==> config.mk <==
export PLATFORM = sky130hd
export DESIGN_NAME = id_ex_pipe_reg
export DESIGN_NICKNAME = d
export VERILOG_FILES = /design/src/rtl/id_ex_pipe_reg.sv
export SDC_FILE = /design/constraint.sdc
export NUM_CORES = 1
export LEC_CHECK = 0
export ABC_AREA = 1
export BUFFER_PORTS_ARGS = -buffer_cell sky130_fd_sc_hd__clkbuf_2
export CAP_MARGIN = 20
export CORE_AREA = 2 2 95 189
export CTS_BUF_LIST = sky130_fd_sc_hd__clkbuf_8
export DETAILED_ROUTE_END_ITERATION = 10
export DIE_AREA = 0 0 97 191
export GPL_TIMING_DRIVEN = 0
export SKIP_LAST_GASP = 1
export SYNTH_ARGS = -nofsm -noshare
export SYNTH_HDL_FRONTEND = slang
export SYNTH_SLANG_ARGS = --single-unit
==> constraint.sdc <==
create_clock -name clk -period 2.15 [get_ports clk]
set_input_delay 0 -clock clk [delete_from_list [all_inputs] [get_ports clk]]
set_output_delay 0 -clock clk [all_outputs]
set_load 0.02 [all_outputs]
==> src/rtl/id_ex_pipe_reg.sv <==
// rtl/id_ex_pipe_reg.sv - ID/EX pipeline register with load-use stall, flush bubble and bubble counter
module id_ex_pipe_reg #(
  parameter int DATA_W = 32,
  parameter int PC_W   = 9,
  parameter int REG_AW = 5,
  parameter int CNT_W  = 16
) (
  input  logic              clk,
  input  logic              reset,
  input  logic              id_valid,
  input  logic              id_alusrc,
  input  logic              id_memtoreg,
  input  logic              id_regwrite,
  input  logic              id_memread,
  input  logic              id_memwrite,
  input  logic [1:0]        id_aluop,
  input  logic              id_branch,
  input  logic [PC_W-1:0]   id_pc,
  input  logic [DATA_W-1:0] id_rd1,
  input  logic [DATA_W-1:0] id_rd2,
  input  logic [DATA_W-1:0] id_imm,
  input  logic [REG_AW-1:0] id_rs1,
  input  logic [REG_AW-1:0] id_rs2,
  input  logic [REG_AW-1:0] id_rd,
  input  logic [2:0]        id_funct3,
  input  logic [6:0]        id_funct7,
  input  logic              ex_flush,
  output logic              ex_valid,
  output logic              ex_alusrc,
  output logic              ex_memtoreg,
  output logic              ex_regwrite,
  output logic              ex_memread,
  output logic              ex_memwrite,
  output logic [1:0]        ex_aluop,
  output logic              ex_branch,
  output logic [PC_W-1:0]   ex_pc,
  output logic [DATA_W-1:0] ex_rd1,
  output logic [DATA_W-1:0] ex_rd2,
  output logic [DATA_W-1:0] ex_imm,
  output logic [REG_AW-1:0] ex_rs1,
  output logic [REG_AW-1:0] ex_rs2,
  output logic [REG_AW-1:0] ex_rd,
  output logic [2:0]        ex_funct3,
  output logic [6:0]        ex_funct7,
  output logic              hz_stall,
  output logic [CNT_W-1:0]  bubble_cnt
);

  logic lu;
  logic rs2_used;
  logic bubble;

  // rs2 is only a real source when the ALU takes it (R-type) or a store writes it to memory
  assign rs2_used = ~id_alusrc | id_memwrite;
  assign lu = ex_valid & ex_memread & (ex_rd != '0) & id_valid &
              ((ex_rd == id_rs1) | ((ex_rd == id_rs2) & rs2_used));
  // A taken branch kills the ID instruction anyway, so it overrides the stall
  assign hz_stall = lu & ~ex_flush;
  assign bubble   = ex_flush | hz_stall;

  // Pipeline register: bubble on flush or stall, otherwise capture ID as-is
  always_ff @(posedge clk or negedge reset) begin
    if (!reset) begin
      ex_valid    <= 1'b0;
      ex_alusrc   <= 1'b0;
      ex_memtoreg <= 1'b0;
      ex_regwrite <= 1'b0;
      ex_memread  <= 1'b0;
      ex_memwrite <= 1'b0;
      ex_aluop    <= '0;
      ex_branch   <= 1'b0;
      ex_pc       <= '0;
      ex_rd1      <= '0;
      ex_rd2      <= '0;
      ex_imm      <= '0;
      ex_rs1      <= '0;
      ex_rs2      <= '0;
      ex_rd       <= '0;
      ex_funct3   <= '0;
      ex_funct7   <= '0;
    end else if (bubble) begin
      ex_valid    <= 1'b0;
      ex_alusrc   <= 1'b0;
      ex_memtoreg <= 1'b0;
      ex_regwrite <= 1'b0;
      ex_memread  <= 1'b0;
      ex_memwrite <= 1'b0;
      ex_aluop    <= '0;
      ex_branch   <= 1'b0;
      ex_pc       <= '0;
      ex_rd1      <= '0;
      ex_rd2      <= '0;
      ex_imm      <= '0;
      ex_rs1      <= '0;
      ex_rs2      <= '0;
      ex_rd       <= '0;
      ex_funct3   <= '0;
      ex_funct7   <= '0;
    end else begin
      ex_valid    <= id_valid;
      ex_alusrc   <= id_alusrc;
      ex_memtoreg <= id_memtoreg;
      ex_regwrite <= id_regwrite;
      ex_memread  <= id_memread;
      ex_memwrite <= id_memwrite;
      ex_aluop    <= id_aluop;
      ex_branch   <= id_branch;
      ex_pc       <= id_pc;
      ex_rd1      <= id_rd1;
      ex_rd2      <= id_rd2;
      ex_imm      <= id_imm;
      ex_rs1      <= id_rs1;
      ex_rs2      <= id_rs2;
      ex_rd       <= id_rd;
      ex_funct3   <= id_funct3;
      ex_funct7   <= id_funct7;
    end
  end

  // Saturating count of inserted bubbles; holds at all-ones rather than wrapping
  always_ff @(posedge clk or negedge reset) begin
    if (!reset) begin
      bubble_cnt <= '0;
    end else if (bubble && (bubble_cnt != '1)) begin
      bubble_cnt <= bubble_cnt + CNT_W'(1);
    end
  end

endmodule

==> impl_metrics.toml <==
[synth]
synth_top_area_share = 0.662
async_flop_share = 1.00
syn_nets = 758
synth_warnings = 0
synth_largest_area_cell = "dfrtp_1"
synth_cells = 615
synth_flop_cell = "dfrtp_1"
synth_edf_count = 0
ys_ff_latch = 155
synthTopCellsByArea = "dfrtp_1 (66%), nor2_1 (9.9%), inv_1 (9.9%), nand2_1 (4.7%), nand3_1 (2.3%)"
synth_cell_types = 20
avgSynthCellArea_sq_um = 9.53
synth-seq-area-share = 0.662
synth_common_cells = "dfrtp_1 (155), nor2_1 (155), inv_1 (154)"
synth.cell_area_sq_um = 5860

[critical_path]
crit_type = "reg2reg"
cp_cell_sequence = "ha_1, nand3_2, nor2_4, nand4_4, buf_2, nand3_1, nand2_1"
path_max_fanout = 10
slowest_delay_ns = 0.46
start_kind = "flip-flop"
cp.required_ns = 2.47
endpoint_kind = "flip-flop"
critPathArrivalTime_ns = 2.10
slowest_stage = "dfrtp_1"

[clocking]
cts_setup_buffers = 0
clock_path_buffers = 2
clock_latency_ns = 0.44
cts_sinks = 155
htreeDepth = 4
cts_made_buffers = 17
cts_tree = "yes"
clockRootBuffer = "clkbuf_8"
cts.clk_slew.worst_paths_ns = 0.08

[timing]
fin_crit_sh = 0.829
finalCriticalPeriod_ns = 1.78
setup_viol = 0
skew_ns = 0.0129
rsz0062_at_grt = "false"
hold_viol = 0
maxSlewViolCount = 0
fmax_mhz = 561
final.setup.tns_ns = 0
maxSlewHeadroom = 0.610
max_slew.worst_pin.slew_ns = 0.584

[route]
drt-vias-per-instance = 4.16
drc = 0
wl_per_cell_um = 13.2
dr.pass1.iters = 5
drt_wl_total_mm = 17.1
drt-initial-drc-count = 135
vias = 5388
ant_nets = 0

[power_and_ir_drop]
power_density_nw_per_um2 = 707
peakVddDrop_uv = 543
leakage_nw = 5.62

[grt]
antenna_found_initial = 0
track_usage = 0.186
grt_pass1_wl_mm = 27.4
grt_max_degree = 86
grt_pass1_vias = 5630
grt_overflow = 0

[layout]
drive_gt1_frac = 0.329
antenna_cells = 0
fin_util = 0.554
fillerInstances = 1507
syn_to_final_growth_pct = 61.8
final_nets = 1216

[floorplanning]
die_h_um = 191
dieArea_sq_um = 18500
die_x_um = 97
fp-row-count = 68
start_util = 0.343
top_level_ports = 298
coreArea_sq_um = 17100

[placed_design]
gp_congestion = 0.852
port_buffers = 297
place_hpwl_mm = 12.1

[min_path]
hold_path.class = "in2async"

[status]
status = "complete, no violations"

[job]
drv_cap = 0
cell type report:
type	count	area, sq um	area share
flip-flops and latches	155	3880	0.409
repair buffers	439	2930	0.309
multi-input cells	283	1240	0.131
inverters	158	593	0.0626
well taps	210	263	0.0277
clock buffers	18	248	0.0261
clock inverters	13	175	0.0185
plain buffers	19	149	0.0157
final timing paths:
| check | cells past startpoint | endpoint | slack (ns) | startpoint |
|---|---|---|---|---|
| worst max-delay path | 7 | bubble_cnt[10]$_DFFE_PN0P_ | 0.37 | bubble_cnt[0]$_DFFE_PN0P_ |
| worst min-delay path | 2 | ex_rd1[1]$_DFF_PN0_ | 0.11 | reset |
| worst max register to register | 7 | bubble_cnt[10]$_DFFE_PN0P_ | 0.37 | bubble_cnt[0]$_DFFE_PN0P_ |
| worst min register to register | 2 | bubble_cnt[15]$_DFFE_PN0P_ | 0.52 | bubble_cnt[15]$_DFFE_PN0P_ |
| max in group asynchronous | 3 | ex_rd2[21]$_DFF_PN0_ | 1.23 | reset |
| min in group clk | 4 | ex_imm[5]$_DFF_PN0_ | 0.29 | id_imm[5] |
power breakdown:
part / internal [mW] / total [mW] / switching, mW
logic: 0.515 / 1.17 / 0.653
registers: 3.09 / 3.20 / 0.119
clock network: 1.28 / 2.33 / 1.05
total: 4.88 / 6.71 / 1.83
through the flow:
step / setup slack [ns] / total power [mW] / hold slack [ns] / cells / area [sq um]
final: 0.367 / 6.71 / 0.106 / 1295 / 9480
after global routing: 0.200 / 7.03 / 0.136 / 1295 / 9480
after CTS: 0.359 / 6.80 / 0.111 / 1295 / 9480
after detailed placement: 0.378 / 4.23 / 0.0455 / 1123 / 7650
after global placement: -1.62 / 4.21 / 0.193 / 1122 / 7610
after floorplan: 0.497 / 3.75 / -0.296 / 615 / 5860
cell families (layout without fill, tap and decap cells):
group	after synthesis	after routing	share of synthesized area
XOR/XNOR	14	14	0.0209
adder cells (fa/ha/maj)	1	1	0.00213
buffers and inverters	177	647	0.127
flip-flops	155	155	0.662
AND/OR/NAND/NOR	268	268	0.189
layout by cell type (no fill, tap or decap), drive strengths merged:
cell type	count
nor2	156
xor2	10
clkbuf	315
bufinv	4
dfrtp	155
clkinvlp	2
nand4	3
nand3	28
buf	20
inv	161
xnor2	4
nand2	76
clkinv	4
dlygate4sd3	141
ha	1
nor3	5
sequential cells by signal, indices dropped and copies added (netlist names):
name and count:
bubble_cnt 16, ex_aluop 2, ex_alusrc 1, ex_branch 1
ex_funct3 3, ex_funct7 7, ex_imm 32, ex_memread 1
ex_memtoreg 1, ex_memwrite 1, ex_pc 9, ex_rd 5
ex_rd1 32, ex_rd2 32, ex_regwrite 1, ex_rs1 5
ex_rs2 5, ex_valid 1
per-layer routing:
| layer | wire length [um] | track usage | vias to the layer above | share of wire |
|---|---|---|---|---|
| met5 | 0 | 0 | - | 0 |
| li1 | - | - | 2646 | - |
| met4 | 318 | 0.0683 | 0 | 0.019 |
| met3 | 1550 | 0.0625 | 25 | 0.090 |
| met2 | 8660 | 0.322 | 266 | 0.51 |
| met1 | 6620 | 0.214 | 2451 | 0.39 |
repair_timing:
action	in CTS	in global routing
gates resized for setup	0	0
endpoints found under the setup margin	0	0
endpoints found under the hold margin	214	0
hold buffers	141	0
critical path: cells and delay by family, from the launching register on:
kind / cells / cell delay (ns)
flops: 1 / 0.46
simple gates: 5 / 0.67
buf+inv: 1 / 0.26
fa+ha+maj: 1 / 0.27
No activity file was read; power rests on OpenSTA's default activity.
